`src/rtl/cdb_arbiter.sv`:
```
// cdb_arbiter: grants one functional-unit completion per cycle onto the registered common data bus
module cdb_arbiter #(
   parameter int NUM_FU  = 8,
   parameter int ORDER_W = 64,
   parameter int POLICY  = 0,
   parameter int STALL_W = 32
) (
   input  logic                      clk,
   input  logic                      rst,
   input  logic                      flush,
   input  logic [NUM_FU-1:0]         req,
   input  logic [NUM_FU*5-1:0]       req_rd,
   input  logic [NUM_FU*32-1:0]      req_data,
   input  logic [NUM_FU*ORDER_W-1:0] req_order,
   output logic [NUM_FU-1:0]         grant,
   output logic                      cdb_valid,
   output logic [$clog2(NUM_FU)-1:0] cdb_fu_id,
   output logic [4:0]                cdb_rd,
   output logic [31:0]               cdb_data,
   output logic [ORDER_W-1:0]        cdb_order,
   output logic [STALL_W-1:0]        stall_cnt
);
   localparam int IDX_W = $clog2(NUM_FU);

   logic               cand_vld;
   logic [IDX_W-1:0]   cand_idx;
   logic [ORDER_W-1:0] best_ord;
   logic               take;
   logic               multi;
   logic [IDX_W-1:0]   rr_ptr_q, rr_ptr_d;
   logic [STALL_W-1:0] stall_q, stall_d;
   logic               cdb_valid_q, cdb_valid_d;
   logic [IDX_W-1:0]   cdb_fu_id_q, cdb_fu_id_d;
   logic [4:0]         cdb_rd_q, cdb_rd_d;
   logic [31:0]        cdb_data_q, cdb_data_d;
   logic [ORDER_W-1:0] cdb_order_q, cdb_order_d;

   // pick a candidate: first requester from rr_ptr upward, or smallest order tag (lowest index on ties)
   always_comb begin
      cand_vld = 1'b0;
      cand_idx = '0;
      best_ord = '0;
      if (POLICY == 0) begin
         for (int k = NUM_FU - 1; k >= 0; k--) begin
            if (req[(int'(rr_ptr_q) + k) % NUM_FU]) begin
               cand_vld = 1'b1;
               cand_idx = IDX_W'((int'(rr_ptr_q) + k) % NUM_FU);
            end
         end
      end else begin
         for (int i = 0; i < NUM_FU; i++) begin
            if (req[i] && (!cand_vld || req_order[i*ORDER_W +: ORDER_W] < best_ord)) begin
               cand_vld = 1'b1;
               cand_idx = IDX_W'(i);
               best_ord = req_order[i*ORDER_W +: ORDER_W];
            end
         end
      end
   end

   assign take  = cand_vld & ~rst & ~flush;
   assign grant = take ? ({{(NUM_FU-1){1'b0}}, 1'b1} << cand_idx) : '0;
   assign multi = |(req & (req - NUM_FU'(1)));

   // next state: latch the winner onto the bus, advance the pointer past it, count contended cycles
   always_comb begin
      cdb_valid_d = take;
      cdb_fu_id_d = take ? cand_idx : cdb_fu_id_q;
      cdb_rd_d    = take ? req_rd[int'(cand_idx)*5 +: 5] : cdb_rd_q;
      cdb_data_d  = take ? req_data[int'(cand_idx)*32 +: 32] : cdb_data_q;
      cdb_order_d = take ? req_order[int'(cand_idx)*ORDER_W +: ORDER_W] : cdb_order_q;
      rr_ptr_d    = !take ? rr_ptr_q : (cand_idx == IDX_W'(NUM_FU - 1)) ? '0 : cand_idx + IDX_W'(1);
      stall_d     = (!flush && multi && stall_q != '1) ? stall_q + STALL_W'(1) : stall_q;
   end

   // state registers; reset clears the bus and discards any pending broadcast
   always_ff @(posedge clk) begin
      if (rst) begin
         cdb_valid_q <= 1'b0;
         cdb_fu_id_q <= '0;
         cdb_rd_q    <= '0;
         cdb_data_q  <= '0;
         cdb_order_q <= '0;
         rr_ptr_q    <= '0;
         stall_q     <= '0;
      end else begin
         cdb_valid_q <= cdb_valid_d;
         cdb_fu_id_q <= cdb_fu_id_d;
         cdb_rd_q    <= cdb_rd_d;
         cdb_data_q  <= cdb_data_d;
         cdb_order_q <= cdb_order_d;
         rr_ptr_q    <= rr_ptr_d;
         stall_q     <= stall_d;
      end
   end

   assign cdb_valid = cdb_valid_q;
   assign cdb_fu_id = cdb_fu_id_q;
   assign cdb_rd    = cdb_rd_q;
   assign cdb_data  = cdb_data_q;
   assign cdb_order = cdb_order_q;
   assign stall_cnt = stall_q;
endmodule

```
`config.mk`:
```
export PLATFORM = sky130hd
export DESIGN_NAME = cdb_arbiter
export DESIGN_NICKNAME = d
export VERILOG_FILES = /design/src/rtl/cdb_arbiter.sv
export SDC_FILE = /design/constraint.sdc
export NUM_CORES = 1
export LEC_CHECK = 0
export BUFFER_PORTS_ARGS = -buffer_cell sky130_fd_sc_hd__buf_2
export CAP_MARGIN = 20
export CORE_AREA = 3 3 370 372
export CTS_BUF_LIST = sky130_fd_sc_hd__clkbuf_4 sky130_fd_sc_hd__clkbuf_8
export DETAILED_ROUTE_END_ITERATION = 8
export DIE_AREA = 0 0 373 375
export PLACE_DENSITY_LB_ADDON = 0.15
export SYNTH_ARGS = -nofsm -noshare
export SYNTH_HDL_FRONTEND = slang
export SYNTH_SLANG_ARGS = --single-unit
```
`constraint.sdc`:
```
create_clock -name clk -period 4.65 [get_ports clk]
set_clock_uncertainty 0.15 [all_clocks]
set_input_delay 0.2325 -clock clk [delete_from_list [all_inputs] [get_ports clk]]
set_output_delay 0.2325 -clock clk [all_outputs]
set_load 0.01 [all_outputs]
```
==> impl_metrics.env <==
export IMPL_top_layer_used="met5"
export IMPL_cp_end_kind="register"
export IMPL_synth_top_area_cell="nand2_1"
export IMPL_p_comb_frac=0.876
export IMPL_r2r_end="cdb_data[26]$_SDFFE_PP0P_"
export IMPL_synthArstFlopShare=0
export IMPL_synth_ff_type="dfxtp_1"
export IMPL_clkLatencyLatePin_ps=600
export IMPL_cts_tree="built"
export IMPL_period_needed_ps=4470
export IMPL_hold_class="in2reg"
export IMPL_fillers=15200
export IMPL_synth_area_um2=15800
export IMPL_grt_max_degree=129
export IMPL_max_vdd_ir_drop_mv=0.717
export IMPL_tightest_slew_ps=922
export IMPL_grt_antenna_before_repair=52
export IMPL_worstReg2RegStart="rr_ptr_q[1]$_SDFFE_PP0P_"
export IMPL_die_area_um2=140000
export IMPL_drv_slew=0
export IMPL_worst_path_buf_inv=4
export IMPL_slowest_delay_ps=610
export IMPL_hold_path_end="cdb_order[52]$_SDFFE_PP0P_"
export IMPL_yosysSeqAreaShare=0.178
export IMPL_wl_met3_um=7270
export IMPL_ff2ff_path_depth=14
export IMPL_synth_seq_cells=140
export IMPL_synthCells=2371
export IMPL_critPathSlowestCell="mux4_2"
export IMPL_hold_start="req_order[52]"
export IMPL_seqPwrFrac=0.074
export IMPL_drt_initial_drc_count=1607
export IMPL_drc=0
export IMPL_yosys_cell_types_count=64
export IMPL_gp_congestion=0.881
export IMPL_io_pins=964
export IMPL_clkSinkCount=140
export IMPL_postPlaceCellArea_um2=22500
export IMPL_cp_required_ps=5060
export IMPL_grt_ovfl_total=0
export IMPL_r2r_slack_ps=180
export IMPL_synthTopCellsByArea="nand2_1, dfxtp_1, mux2i_1"
export IMPL_die_h_um=375
export IMPL_crit_type="reg2reg"
export IMPL_final_area_um2=31200
export IMPL_cts_buffer_depth=2
export IMPL_drive_above_1_share=0.285
export IMPL_syn2layout_area_growth_pct=97.8
export IMPL_arrival_ps=4880
export IMPL_path_delay_family="buffers and inverters"
export IMPL_synth_avg_cell_area_um2=6.65
export IMPL_cts_buffers=17
export IMPL_wl_met2_um=61700
export IMPL_vias=25100
export IMPL_h_tree_depth=4
export IMPL_cts_root_buf="clkbuf_8"
export IMPL_timing_slew_headroom=0.385
export IMPL_rsz0062_at_grt="yes"
export IMPL_startpoint_type="register"
export IMPL_cap_violations=0
export IMPL_finalHoldViolations=0
export IMPL_place_hpwl_um=93200
export IMPL_cts_clk_slew_worst_paths_ps=120
export IMPL_crit_path_frequent_cell="nand2_1"
export IMPL_outcome="finished clean"
export IMPL_max_freq_mhz=224
export IMPL_worstPathCellList="inv_1 -> ha_2 -> mux4_2 -> mux2i_1 -> o211ai_1 -> a31oi_2 -> o21a_4 -> buf_12 -> buf_4 -> nand2_1 -> o2111ai_1 -> dlygate4sd3_1 -> nand3_1 -> nand2_1"
export IMPL_swShare=0.519
export IMPL_hold_ws_ps=40.6
export IMPL_period_share=0.962
export IMPL_dr_pass1_iters=5
export IMPL_synth_commonest_cells="nand2_1, nand3_1, mux2i_1"
export IMPL_cp_max_fo=75
export IMPL_vias_per_cell=4.32
export IMPL_synth_nets=3194
export IMPL_grt_usage=0.170
export IMPL_start_util=0.118
export IMPL_synth_edf_count=0
export IMPL_grt_pass1_wl_um=177000
export IMPL_utilization=0.233
export IMPL_wl_per_cell_um=21.8
export IMPL_yosysMostFrequentCell="nand2_1"
export IMPL_drtAntennaViolNets=0
export IMPL_p_switching_mw=12.6
export IMPL_clockPowerShare=0.050
export IMPL_synth_top_cell_area_share=0.222
export IMPL_nNetsFinal=4832
export IMPL_core_um2=134000
export IMPL_holdPathStages=5
export IMPL_die_width_um=373
export IMPL_yosysWarnings=0
export IMPL_internal_power_mw=11.7
export IMPL_rows=134
export IMPL_grt_pass1_vias=26100
export IMPL_power_leakage_nw=13.5
export IMPL_port_buffers=963
export IMPL_routed_wl_um=127000
export IMPL_setup_viol=0
export IMPL_powerDensity_nw_per_um2=780
export IMPL_wl_met1_um=55000
how the worst max path moves through the flow:
| stage | startpoint | depth (start not counted) | endpoint | slack [ps] |
|---|---|---|---|---|
| 2_1_floorplan | rr_ptr_q[0]$_SDFFE_PP0P_ | 15 | grant[1] | 720 |
| 3_3_place_gp | rr_ptr_q[0]$_SDFFE_PP0P_ | 12 | cdb_order[54]$_SDFFE_PP0P_ | 420 |
| 3_5_place_dp | rr_ptr_q[0]$_SDFFE_PP0P_ | 12 | cdb_order[54]$_SDFFE_PP0P_ | 450 |
| 4_1_cts | rr_ptr_q[0]$_SDFFE_PP0P_ | 13 | grant[5] | 20 |
| 5_1_grt | rr_ptr_q[1]$_SDFFE_PP0P_ | 16 | cdb_data[18]$_SDFFE_PP0P_ | -20 |
| 6_report | rr_ptr_q[1]$_SDFFE_PP0P_ | 14 | cdb_data[26]$_SDFFE_PP0P_ | 180 |
state kept, by name (all words and copies together), names as in the netlist:
register	count
rr_ptr_q	3
stall_cnt	32
cdb_fu_id	3
cdb_data	32
cdb_valid	1
cdb_rd	5
cdb_order	64
routing by layer:
| layer | vias up | GRT usage |
|---|---|---|
| li1 | 11900 | - |
| met1 | 12200 | 0.209 |
| met2 | 858 | 0.293 |
| met3 | 141 | 0.0390 |
| met4 | 30 | 0.0510 |
| met5 | - | 0 |
cells in the final DEF, fill, tap and decap left out, types with 8 or more instances in the layout:
cell / n
diode_2: 31
buf_12: 24
nand4_1: 12
nor2_1: 47
o2111ai_1: 202
nand2_1: 934
xnor2_1: 12
inv_1: 10
mux2i_1: 212
and3_1: 8
buf_2: 963
dlygate4sd3_1: 785
buf_4: 68
clkbuf_8: 18
a32oi_1: 101
dfxtp_1: 139
xor2_1: 21
nor3_1: 10
mux4_2: 12
nand3_1: 315
kinds of logic after synthesis:
group           Yosys count  synth area share
simple gates           1357             0.358
compound gates          353             0.192
xor+xnor                 34            0.0189
flops                   140             0.178
buf+inv                 249            0.0906
fa+ha+maj                 6           0.00444
mux                     232             0.158
cell type report:
cell class / instances / area, um2 / area share
multi-input combinational: 1983 / 11600 / 0.374
timing repair buffer: 1853 / 14000 / 0.448
tap: 1768 / 2210 / 0.0709
clock inverter: 15 / 174 / 0.00558
clock buffer: 17 / 234 / 0.00750
sequential: 140 / 2800 / 0.0899
antenna: 31 / 77.6 / 0.00249
inverter: 14 / 72.6 / 0.00233
through the flow:
stage | worst slack [ps] | setup TNS, ps | std cells | power (mW)
2_1_floorplan | 717 | 0 | 2371 | 12.6
3_3_place_gp | 415 | 0 | 4959 | 18.2
3_5_place_dp | 448 | 0 | 4959 | 18.1
4_1_cts | 19.3 | 0 | 5775 | 24.0
5_1_grt | -23.5 | -117 | 5814 | 26.4
6_report | 176 | 0 | 5821 | 24.3
power by group through the flow:
stage               registers [mW]  clock network (mW)  logic, mW
floorplan                     1.82                   0       10.7
global placement              1.83                   0       16.4
detailed placement            1.81                   0       16.3
CTS                           1.79                1.32       20.8
global route                  1.82                1.34       23.2
finish                        1.80                1.23       21.3
worst register-to-register path: cells and delay by family (launching register included):
| family | cells | cell delay, ps |
|---|---|---|
| AND/OR/NAND/NOR | 3 | 300 |
| flip-flops | 1 | 360 |
| multiplexers | 2 | 890 |
| adder cells (fa/ha/maj) | 1 | 420 |
| AO/OA/AOI/OAI | 4 | 840 |
| buffers and inverters | 4 | 1460 |
repair_timing:
action / in CTS / in global routing
pin swaps: 0 / 4
cloned: 0 / 7
endpoints found under the hold margin: 134 / 0
gates resized for setup: 2 / 14
hold buffers: 785 / 0
buffers inserted: 0 / 8
setup endpoints to repair: 5 / 103
Note: power is estimated with default switching activity, not from simulation.
